[src/rtl/fifo_uart_tx.sv]
// fifo_uart_tx: pops bytes from a synchronous FIFO and sends each as a UART frame, LSB first.
// Default build is 8N1; define UART_TX_PARITY_EN to insert an even-parity bit before the stop bit.
module fifo_uart_tx #(
    parameter int unsigned CLOCKS_PER_BAUD = 868,
    parameter int unsigned DW              = 8
) (
    input  logic          i_clk,
    input  logic          i_reset,
    input  logic          i_empty,
    input  logic [DW-1:0] i_data,
    output logic          o_rd,
    output logic          o_uart_tx,
    output logic          o_busy
);

    localparam logic [23:0] BaudReload = 24'(CLOCKS_PER_BAUD);

`ifdef UART_TX_PARITY_EN
    typedef enum logic [2:0] {
        StIdle,
        StStart,
        StData,
        StParity,
        StStop
    } state_e;
`else
    typedef enum logic [2:0] {
        StIdle,
        StStart,
        StData,
        StStop
    } state_e;
`endif

    state_e        state_q;
    logic [23:0]   baud_cnt_q;
    logic [2:0]    bit_cnt_q;
    logic [DW-1:0] shift_q;
    logic          uart_tx_q;
    logic          busy_q;
`ifdef UART_TX_PARITY_EN
    logic          parity_q;
`endif

    logic baud_last;
    logic ready;

    assign baud_last = (baud_cnt_q == 24'd1);

    // Accepting on the last stop cycle lets back-to-back frames run with no idle gap.
    assign ready = (state_q == StIdle) || ((state_q == StStop) && baud_last);

    assign o_rd      = !i_reset && !i_empty && ready;
    assign o_uart_tx = uart_tx_q;
    assign o_busy    = busy_q;

    always_ff @(posedge i_clk) begin
        if (i_reset) begin
            state_q    <= StIdle;
            baud_cnt_q <= '0;
            bit_cnt_q  <= '0;
            shift_q    <= '0;
            uart_tx_q  <= 1'b1;
            busy_q     <= 1'b0;
`ifdef UART_TX_PARITY_EN
            parity_q   <= 1'b0;
`endif
        end else if (o_rd) begin
            state_q    <= StStart;
            baud_cnt_q <= BaudReload;
            bit_cnt_q  <= '0;
            shift_q    <= i_data;
            uart_tx_q  <= 1'b0;
            busy_q     <= 1'b1;
`ifdef UART_TX_PARITY_EN
            parity_q   <= ^i_data;
`endif
        end else begin
            case (state_q)
                StIdle: begin
                    uart_tx_q <= 1'b1;
                    busy_q    <= 1'b0;
                end

                // shift_q[0] always holds the next data bit to be put on the line.
                StStart: begin
                    if (baud_last) begin
                        state_q    <= StData;
                        baud_cnt_q <= BaudReload;
                        uart_tx_q  <= shift_q[0];
                        shift_q    <= shift_q >> 1;
                    end else begin
                        baud_cnt_q <= baud_cnt_q - 24'd1;
                    end
                end

                StData: begin
                    if (baud_last) begin
                        baud_cnt_q <= BaudReload;
                        if (bit_cnt_q == 3'd7) begin
                            bit_cnt_q <= '0;
`ifdef UART_TX_PARITY_EN
                            state_q   <= StParity;
                            uart_tx_q <= parity_q;
`else
                            state_q   <= StStop;
                            uart_tx_q <= 1'b1;
`endif
                        end else begin
                            bit_cnt_q <= bit_cnt_q + 3'd1;
                            uart_tx_q <= shift_q[0];
                            shift_q   <= shift_q >> 1;
                        end
                    end else begin
                        baud_cnt_q <= baud_cnt_q - 24'd1;
                    end
                end

`ifdef UART_TX_PARITY_EN
                StParity: begin
                    if (baud_last) begin
                        state_q    <= StStop;
                        baud_cnt_q <= BaudReload;
                        uart_tx_q  <= 1'b1;
                    end else begin
                        baud_cnt_q <= baud_cnt_q - 24'd1;
                    end
                end
`endif

                // Reaching the end here means the FIFO was empty, so the line goes idle.
                StStop: begin
                    if (baud_last) begin
                        state_q    <= StIdle;
                        baud_cnt_q <= '0;
                        uart_tx_q  <= 1'b1;
                        busy_q     <= 1'b0;
                    end else begin
                        baud_cnt_q <= baud_cnt_q - 24'd1;
                    end
                end

                default: begin
                    state_q    <= StIdle;
                    baud_cnt_q <= '0;
                    bit_cnt_q  <= '0;
                    uart_tx_q  <= 1'b1;
                    busy_q     <= 1'b0;
                end
            endcase
        end
    end

endmodule

[config.mk]
export PLATFORM = sky130hd
export DESIGN_NAME = fifo_uart_tx
export DESIGN_NICKNAME = d
export VERILOG_FILES = /design/src/rtl/fifo_uart_tx.sv
export SDC_FILE = /design/constraint.sdc
export NUM_CORES = 1
export LEC_CHECK = 0
export CORE_ASPECT_RATIO = 1.5
export CORE_UTILIZATION = 50
export DETAILED_ROUTE_END_ITERATION = 7
export PLACE_DENSITY_LB_ADDON = 0.12
export SYNTH_ARGS = -nofsm -noshare
export SYNTH_HDL_FRONTEND = slang
export SYNTH_SLANG_ARGS = --single-unit
[constraint.sdc]
create_clock -name i_clk -period 3.7 [get_ports i_clk]
set_input_delay 0.555 -clock i_clk [delete_from_list [all_inputs] [get_ports i_clk]]
set_output_delay 0.555 -clock i_clk [all_outputs]
set_load 0.005 [all_outputs]
==> results.sh, run 1 <==
export IMPL_h_tree_depth=2
export IMPL_max_cap_violations=0
export IMPL_fin_setup_tns_ns=0
export IMPL_slowest_delay_ns=0.74
export IMPL_avgSynthCellArea_um2=8.11
export IMPL_cts_sinks=39
export IMPL_holdWs_ns=0.457
export IMPL_ys_warn_count=0
export IMPL_layout_drive_gt1_share=0.0804
export IMPL_port_buffers=13
export IMPL_min_period_over_period=0.884
export IMPL_worst_ep_required_time_ns=3.14
export IMPL_die_area_mm2=0.00479
export IMPL_clock_root_buffer="clkbuf_8"
export IMPL_start_util=0.527
export IMPL_clock_latency_ns=0.29
export IMPL_gp_congestion=0.839
export IMPL_grt_max_degree=23
export IMPL_relSlewSlack=0.548
export IMPL_synth_cell_types=49
export IMPL_die_w_um=56.8
export IMPL_crit_buf_inv=2
export IMPL_outcome="finished with violations"
export IMPL_routed_wirelength_mm=5.24
export IMPL_cp_slowest_cell="or4_1"
export IMPL_synth_seq_cells=39
export IMPL_met3_length_um=185
export IMPL_min_path_type="reg2reg"
export IMPL_yosysSeqAreaShare=0.346
export IMPL_areaGrowthSynthToFinish_pct=9.71
export IMPL_crit_fanout=11
export IMPL_num_antenna_cells=0
export IMPL_stdcell_area_mm2=0.00247
export IMPL_final_hold_violation_count=0
export IMPL_setup_viol=0
export IMPL_die_y_um=84.2
export IMPL_drt_iter0_markers=88
export IMPL_grt_usage=0.233
export IMPL_skew_ns=0.00543
export IMPL_core_area_mm2=0.00428
export IMPL_worstPathArrival_ns=2.72
export IMPL_cts_tree="yes"
export IMPL_rsz0062_at_grt="no"
export IMPL_antenna_left=0
export IMPL_synthesis_nets=297
export IMPL_p_leak_nw=0.883
export IMPL_final_common_cell="dfxtp_1"
export IMPL_viasPerCell=6.20
export IMPL_antenna_found_initial=0
export IMPL_gr_total_overflow=0
export IMPL_wl_met1_mm=2.18
export IMPL_path_cells="or4_1 -> nor4_4 -> a31oi_1 -> inv_1 -> clkdlybuf4s50_1"
export IMPL_dp_hpwl_mm=3.82
export IMPL_layout_common_cells="dfxtp_1 (39), a21oi_1 (29), nand2_1 (20), o21ai_0 (20)"
export IMPL_vias=2059
export IMPL_top_layer="met4"
export IMPL_tightest_slew_ns=0.678
export IMPL_grt_pass1_wl_mm=8.81
export IMPL_wire_per_inst_um=15.8
export IMPL_clk_path_buf_depth=2
export IMPL_postCtsSetupRepairBufs=0
export IMPL_met2_wirelength_mm=2.76
export IMPL_hold_buffers=0
export IMPL_worstSetupPathType="reg2out"
export IMPL_synth_cells=278
export IMPL_finalPower_w=0.00238
export IMPL_cpLargestDelayFamily="simple AND/OR/NAND/NOR gates"
export IMPL_nNetsFinal=304
export IMPL_drt_pass1_iter_count=6
export IMPL_worstSetupEndpointType="output pin"
export IMPL_dpl_cell_area_mm2=0.00239
export IMPL_finalCriticalPeriod_ns=3.27
export IMPL_postCtsResizedCells=0
export IMPL_drc=6
export IMPL_utilization=0.578
export IMPL_report_final_slew_viol_count=0
export IMPL_row_count=29
export IMPL_clk_pin_slew_ns=0.07
export IMPL_syn_cell_area_mm2=0.00225
export IMPL_grt_pass1_vias=1889
export IMPL_p_per_area_mw_per_mm2=961
export IMPL_pin_count=14
export IMPL_violations="design-rule violations"
export IMPL_vdd_drop_max_mv=0.593
export IMPL_worstSetupStartpointType="register"
export IMPL_cts_buffers=5
export IMPL_fmax_mhz=306
## power breakdown
part	internal, W	total [W]	switching, W	leakage, nW
registers	0.000530	0.000636	0.000105	0.318
clock network	0.000132	0.000278	0.000146	0.0422
logic	0.000561	0.00146	0.000901	0.523
total	0.00122	0.00238	0.00115	0.883
## tightest hold or removal path, cell delays in order (launching register included)
cell,delay (ns)
dfxtp_1,0.31
nand2_1,0.05
a21oi_1,0.05
## layout make-up
type | count | area [um2]
fillers | 404 | 1810
multi-input cells | 210 | 1350
flip-flops and latches | 39 | 781
repair buffers | 18 | 168
clock buffers | 7 | 76.3
well taps | 46 | 57.6
inverters | 11 | 41.3
clock inverters | 1 | 5.00
## kinds of logic after synthesis
kind of cell,after synthesis,share of synthesized area
compound gates,88,0.236
mux,9,0.0400
xor+xnor,6,0.0233
flops,39,0.346
buf+inv,29,0.0572
fa+ha+maj,8,0.0444
simple gates,99,0.253
## metrics by stage
step	setup WS, ns	std cells
4_1_cts	0.437	332
5_1_grt	0.270	332
3_5_place_dp	0.759	324
3_3_place_gp	0.816	324
6_report	0.430	332
2_1_floorplan	1.26	278
## routing by layer
| layer | GRT usage | up-vias |
|---|---|---|
| li1 | - | 1048 |
| met1 | 0.270 | 948 |
| met2 | 0.406 | 53 |
| met3 | 0.0401 | 10 |
| met4 | 0.115 | 0 |
| met5 | 0 | - |
## flip-flops by register name (all words and copies together) (netlist names)
name,count
state_q,2
o_busy,1
baud_cnt_q,24
o_uart_tx,1
shift_q,8
bit_cnt_q,3
## path summary, 6_finish.rpt
path	slack [ns]	to	start	depth (start not counted)
max	0.43	o_rd	baud_cnt_q[5]$_SDFFE_PP0P_	5
min	0.46	bit_cnt_q[1]$_SDFFE_PP0P_	bit_cnt_q[1]$_SDFFE_PP0P_	2
min reg2reg	0.46	bit_cnt_q[1]$_SDFFE_PP0P_	bit_cnt_q[1]$_SDFFE_PP0P_	2
max reg2reg	1.02	baud_cnt_q[22]$_SDFFE_PP0P_	baud_cnt_q[0]$_SDFFE_PP0P_	7
## synth_stat cells (all sizes together)
| master | number | area (um2) |
|---|---|---|
| o2bb2ai | 1 | 8.76 |
| a211o | 1 | 8.76 |
| a31oi | 15 | 93.8 |
| or3b | 2 | 17.5 |
| o211ai | 1 | 7.51 |
| o32ai | 1 | 8.76 |
| xor2 | 4 | 35.0 |
| or2 | 7 | 43.8 |
| a22oi | 1 | 7.51 |
| mux2i | 9 | 90.1 |
| nand3b | 1 | 7.51 |
| nand2 | 20 | 75.1 |
| nor4 | 4 | 40.0 |
| o22ai | 2 | 12.5 |
| a32oi | 2 | 17.5 |
| dfxtp | 39 | 781 |
| ha | 8 | 100 |
| a21oi | 29 | 145 |
| o31ai | 4 | 30.0 |
| or3 | 11 | 73.8 |
| xnor2 | 2 | 17.5 |
| a21o | 3 | 22.5 |
| clkbuf | 12 | 45.0 |
| or4b | 1 | 10.0 |
| o22a | 1 | 8.76 |
| nor2b | 1 | 6.26 |
| o311ai | 3 | 26.3 |
| inv | 11 | 41.3 |
| o21ai | 20 | 100 |
| nor3 | 13 | 65.1 |
| o21a | 1 | 7.51 |
| nor4b | 1 | 15.0 |
| or4 | 13 | 105 |
| nor3b | 1 | 7.51 |
| nand3 | 7 | 35.0 |
| and2 | 1 | 6.26 |
| nor2 | 15 | 56.3 |
| a211oi | 1 | 7.51 |
| a311oi | 1 | 8.76 |
| buf | 6 | 42.5 |
| nand2b | 1 | 6.26 |
| a311o | 1 | 10.0 |
No activity file was read; power rests on OpenSTA's default activity.
==> run 2, diff against run 1 <==
--- a/config.mk
+++ b/config.mk
@@ -9,6 +9,9 @@
 export CORE_UTILIZATION = 50
 export DETAILED_ROUTE_END_ITERATION = 7
 export PLACE_DENSITY_LB_ADDON = 0.12
+export REMOVE_ABC_BUFFERS = 1
+export SETUP_SLACK_MARGIN = 0.15
+export SLEW_MARGIN = 20
 export SYNTH_ARGS = -nofsm -noshare
 export SYNTH_HDL_FRONTEND = slang
 export SYNTH_SLANG_ARGS = --single-unit
==> results.sh, run 2 (same netlist as run 1, synthesis figures left out) <==
export IMPL_drt_iter0_markers=95
export IMPL_antenna_left=0
export IMPL_routed_wirelength_mm=5.27
export IMPL_relSlewSlack=0.553
export IMPL_start_util=0.527
export IMPL_pre_cts_slack_ns=0.773
export IMPL_setup_ws_ns=0.410
export IMPL_comb_power_share=0.589
export IMPL_num_antenna_cells=0
export IMPL_p_clk_frac=0.154
export IMPL_antenna_found_initial=0
export IMPL_power_switching_w=0.00116
export IMPL_h_tree_depth=2
export IMPL_final_common_cell="dfxtp_1"
export IMPL_worstPathArrival_ns=2.73
export IMPL_port_buffers=13
export IMPL_grt_usage=0.238
export IMPL_worstSetupEndpointType="output pin"
export IMPL_grt_pass1_wl_mm=8.99
export IMPL_crit_buf_inv=2
export IMPL_sw_frac_of_total=0.469
export IMPL_final_hold_violation_count=0
export IMPL_min_period_over_period=0.889
export IMPL_viasPerCell=6.24
export IMPL_report_final_slew_viol_count=0
export IMPL_clk_path_buf_depth=2
export IMPL_pwr_share_seq=0.257
export IMPL_register_area_um2=781
export IMPL_vdd_drop_max_mv=0.636
export IMPL_multi_input_area_mm2=0.00135
export IMPL_drc=6
export IMPL_fmax_mhz=304
export IMPL_areaGrowthSynthToFinish_pct=11.3
export IMPL_cts_sinks=39
export IMPL_finalCriticalPeriod_ns=3.29
export IMPL_cts_buffers=5
export IMPL_postCtsResizedCells=0
export IMPL_core_area_mm2=0.00428
export IMPL_p_leak_nw=0.902
export IMPL_cpLargestDelayFamily="simple AND/OR/NAND/NOR gates"
export IMPL_p_per_area_mw_per_mm2=982
export IMPL_clock_root_buffer="clkbuf_8"
export IMPL_dp_hpwl_mm=3.81
export IMPL_fin_setup_tns_ns=0
export IMPL_violations="design-rule violations"
export IMPL_hold_buffers=0
export IMPL_p_int_w=0.00131
export IMPL_die_y_um=84.2
export IMPL_nNetsFinal=304
export IMPL_row_count=29
export IMPL_setup_viol=0
export IMPL_die_w_um=56.8
export IMPL_n_fill_cell=402
export IMPL_rsz0062_at_grt="no"
export IMPL_clk_pin_slew_ns=0.08
export IMPL_cts_tree="yes"
export IMPL_gp_congestion=0.851
export IMPL_worstSetupPathType="reg2out"
export IMPL_pin_count=14
export IMPL_drt_pass1_iter_count=6
export IMPL_postCtsSetupRepairBufs=0
export IMPL_dp_cells=324
export IMPL_outcome="finished with violations"
export IMPL_top_regs="baud_cnt_q (24), shift_q (8), bit_cnt_q (3)"
export IMPL_wire_per_inst_um=15.9
export IMPL_grt_pass1_vias=1997
export IMPL_worst_ep_required_time_ns=3.14
export IMPL_skew_ns=0.00482
export IMPL_tightest_slew_ns=0.670
export IMPL_die_area_mm2=0.00479
export IMPL_layout_drive_gt1_share=0.0874
export IMPL_top_register="baud_cnt_q"
export IMPL_worstSetupStartpointType="register"
export IMPL_cp_slowest_cell="or4_1"
export IMPL_clock_latency_ns=0.31
export IMPL_max_cap_violations=0
export IMPL_gr_total_overflow=0
export IMPL_fin_cells=332
export IMPL_layout_common_cells="dfxtp_1 (39), a21oi_1 (29), nand2_1 (20), o21ai_0 (20)"
export IMPL_path_cells="or4_1 -> nor4_4 -> a31oi_1 -> inv_1 -> clkdlybuf4s50_1"
export IMPL_grt_max_degree=20
export IMPL_min_path_type="reg2reg"
export IMPL_largest_reg_flops=24
export IMPL_vias=2073
export IMPL_slowest_delay_ns=0.76
export IMPL_crit_fanout=11
run 2: cell count changes in the layout (fill, tap and decap cells not counted):
cell | before | now
clkbuf_8 | 5 | 6
clkbuf_1 | 2 | 0
bufinv_16 | 0 | 1
run 2: power by group through the flow:
stage	combinational, W	sequential, W	clock [W]
after floorplan	0.00110	0.000618	0
after global placement	0.00143	0.000641	0
after detailed placement	0.00144	0.000643	0
after CTS	0.00145	0.000634	0.000384
after global routing	0.00162	0.000651	0.000402
final	0.00145	0.000634	0.000378
run 2: stage by stage:
stage               power (W)  hold slack [ns]  cell area, um2   util
global route          0.00268            0.484            2510  0.586
CTS                   0.00247            0.460            2510  0.586
finish                0.00246            0.458            2510  0.586
detailed placement    0.00208            0.449            2390  0.559
global placement      0.00207            0.447            2390  0.559
floorplan             0.00172            0.436            2170      -
run 2: layer usage:
metal,track usage,wire [um],vias up
met5,0,0,-
met2,0.455,2870,40
met3,0.0370,195,7
met1,0.256,2130,976
met4,0.0909,74,0
li1,-,-,1050
run 2: area by class of cell:
class	count	share of cell area
Clock buffer	6	0.0329
Inverter	11	0.0165
Tap cell	46	0.0229
Multi-Input combinational cell	210	0.536
Timing Repair Buffer	18	0.0668
Clock inverter	2	0.0140
Sequential cell	39	0.311
run 2: tightest hold or removal path, stage by stage, from the launching register on:
cell and delay, ns:
dfxtp_1 0.32, nand2_1 0.05, a21oi_1 0.05
run 2: path summary, 6_finish.rpt:
path,cells after the start,slack (ns),endpoint,startpoint
worst min register to register,2,0.46,bit_cnt_q[1]$_SDFFE_PP0P_,bit_cnt_q[1]$_SDFFE_PP0P_
worst max register to register,5,1.01,baud_cnt_q[22]$_SDFFE_PP0P_,baud_cnt_q[5]$_SDFFE_PP0P_
worst max-delay path,5,0.41,o_rd,baud_cnt_q[5]$_SDFFE_PP0P_
worst min-delay path,2,0.46,bit_cnt_q[1]$_SDFFE_PP0P_,bit_cnt_q[1]$_SDFFE_PP0P_
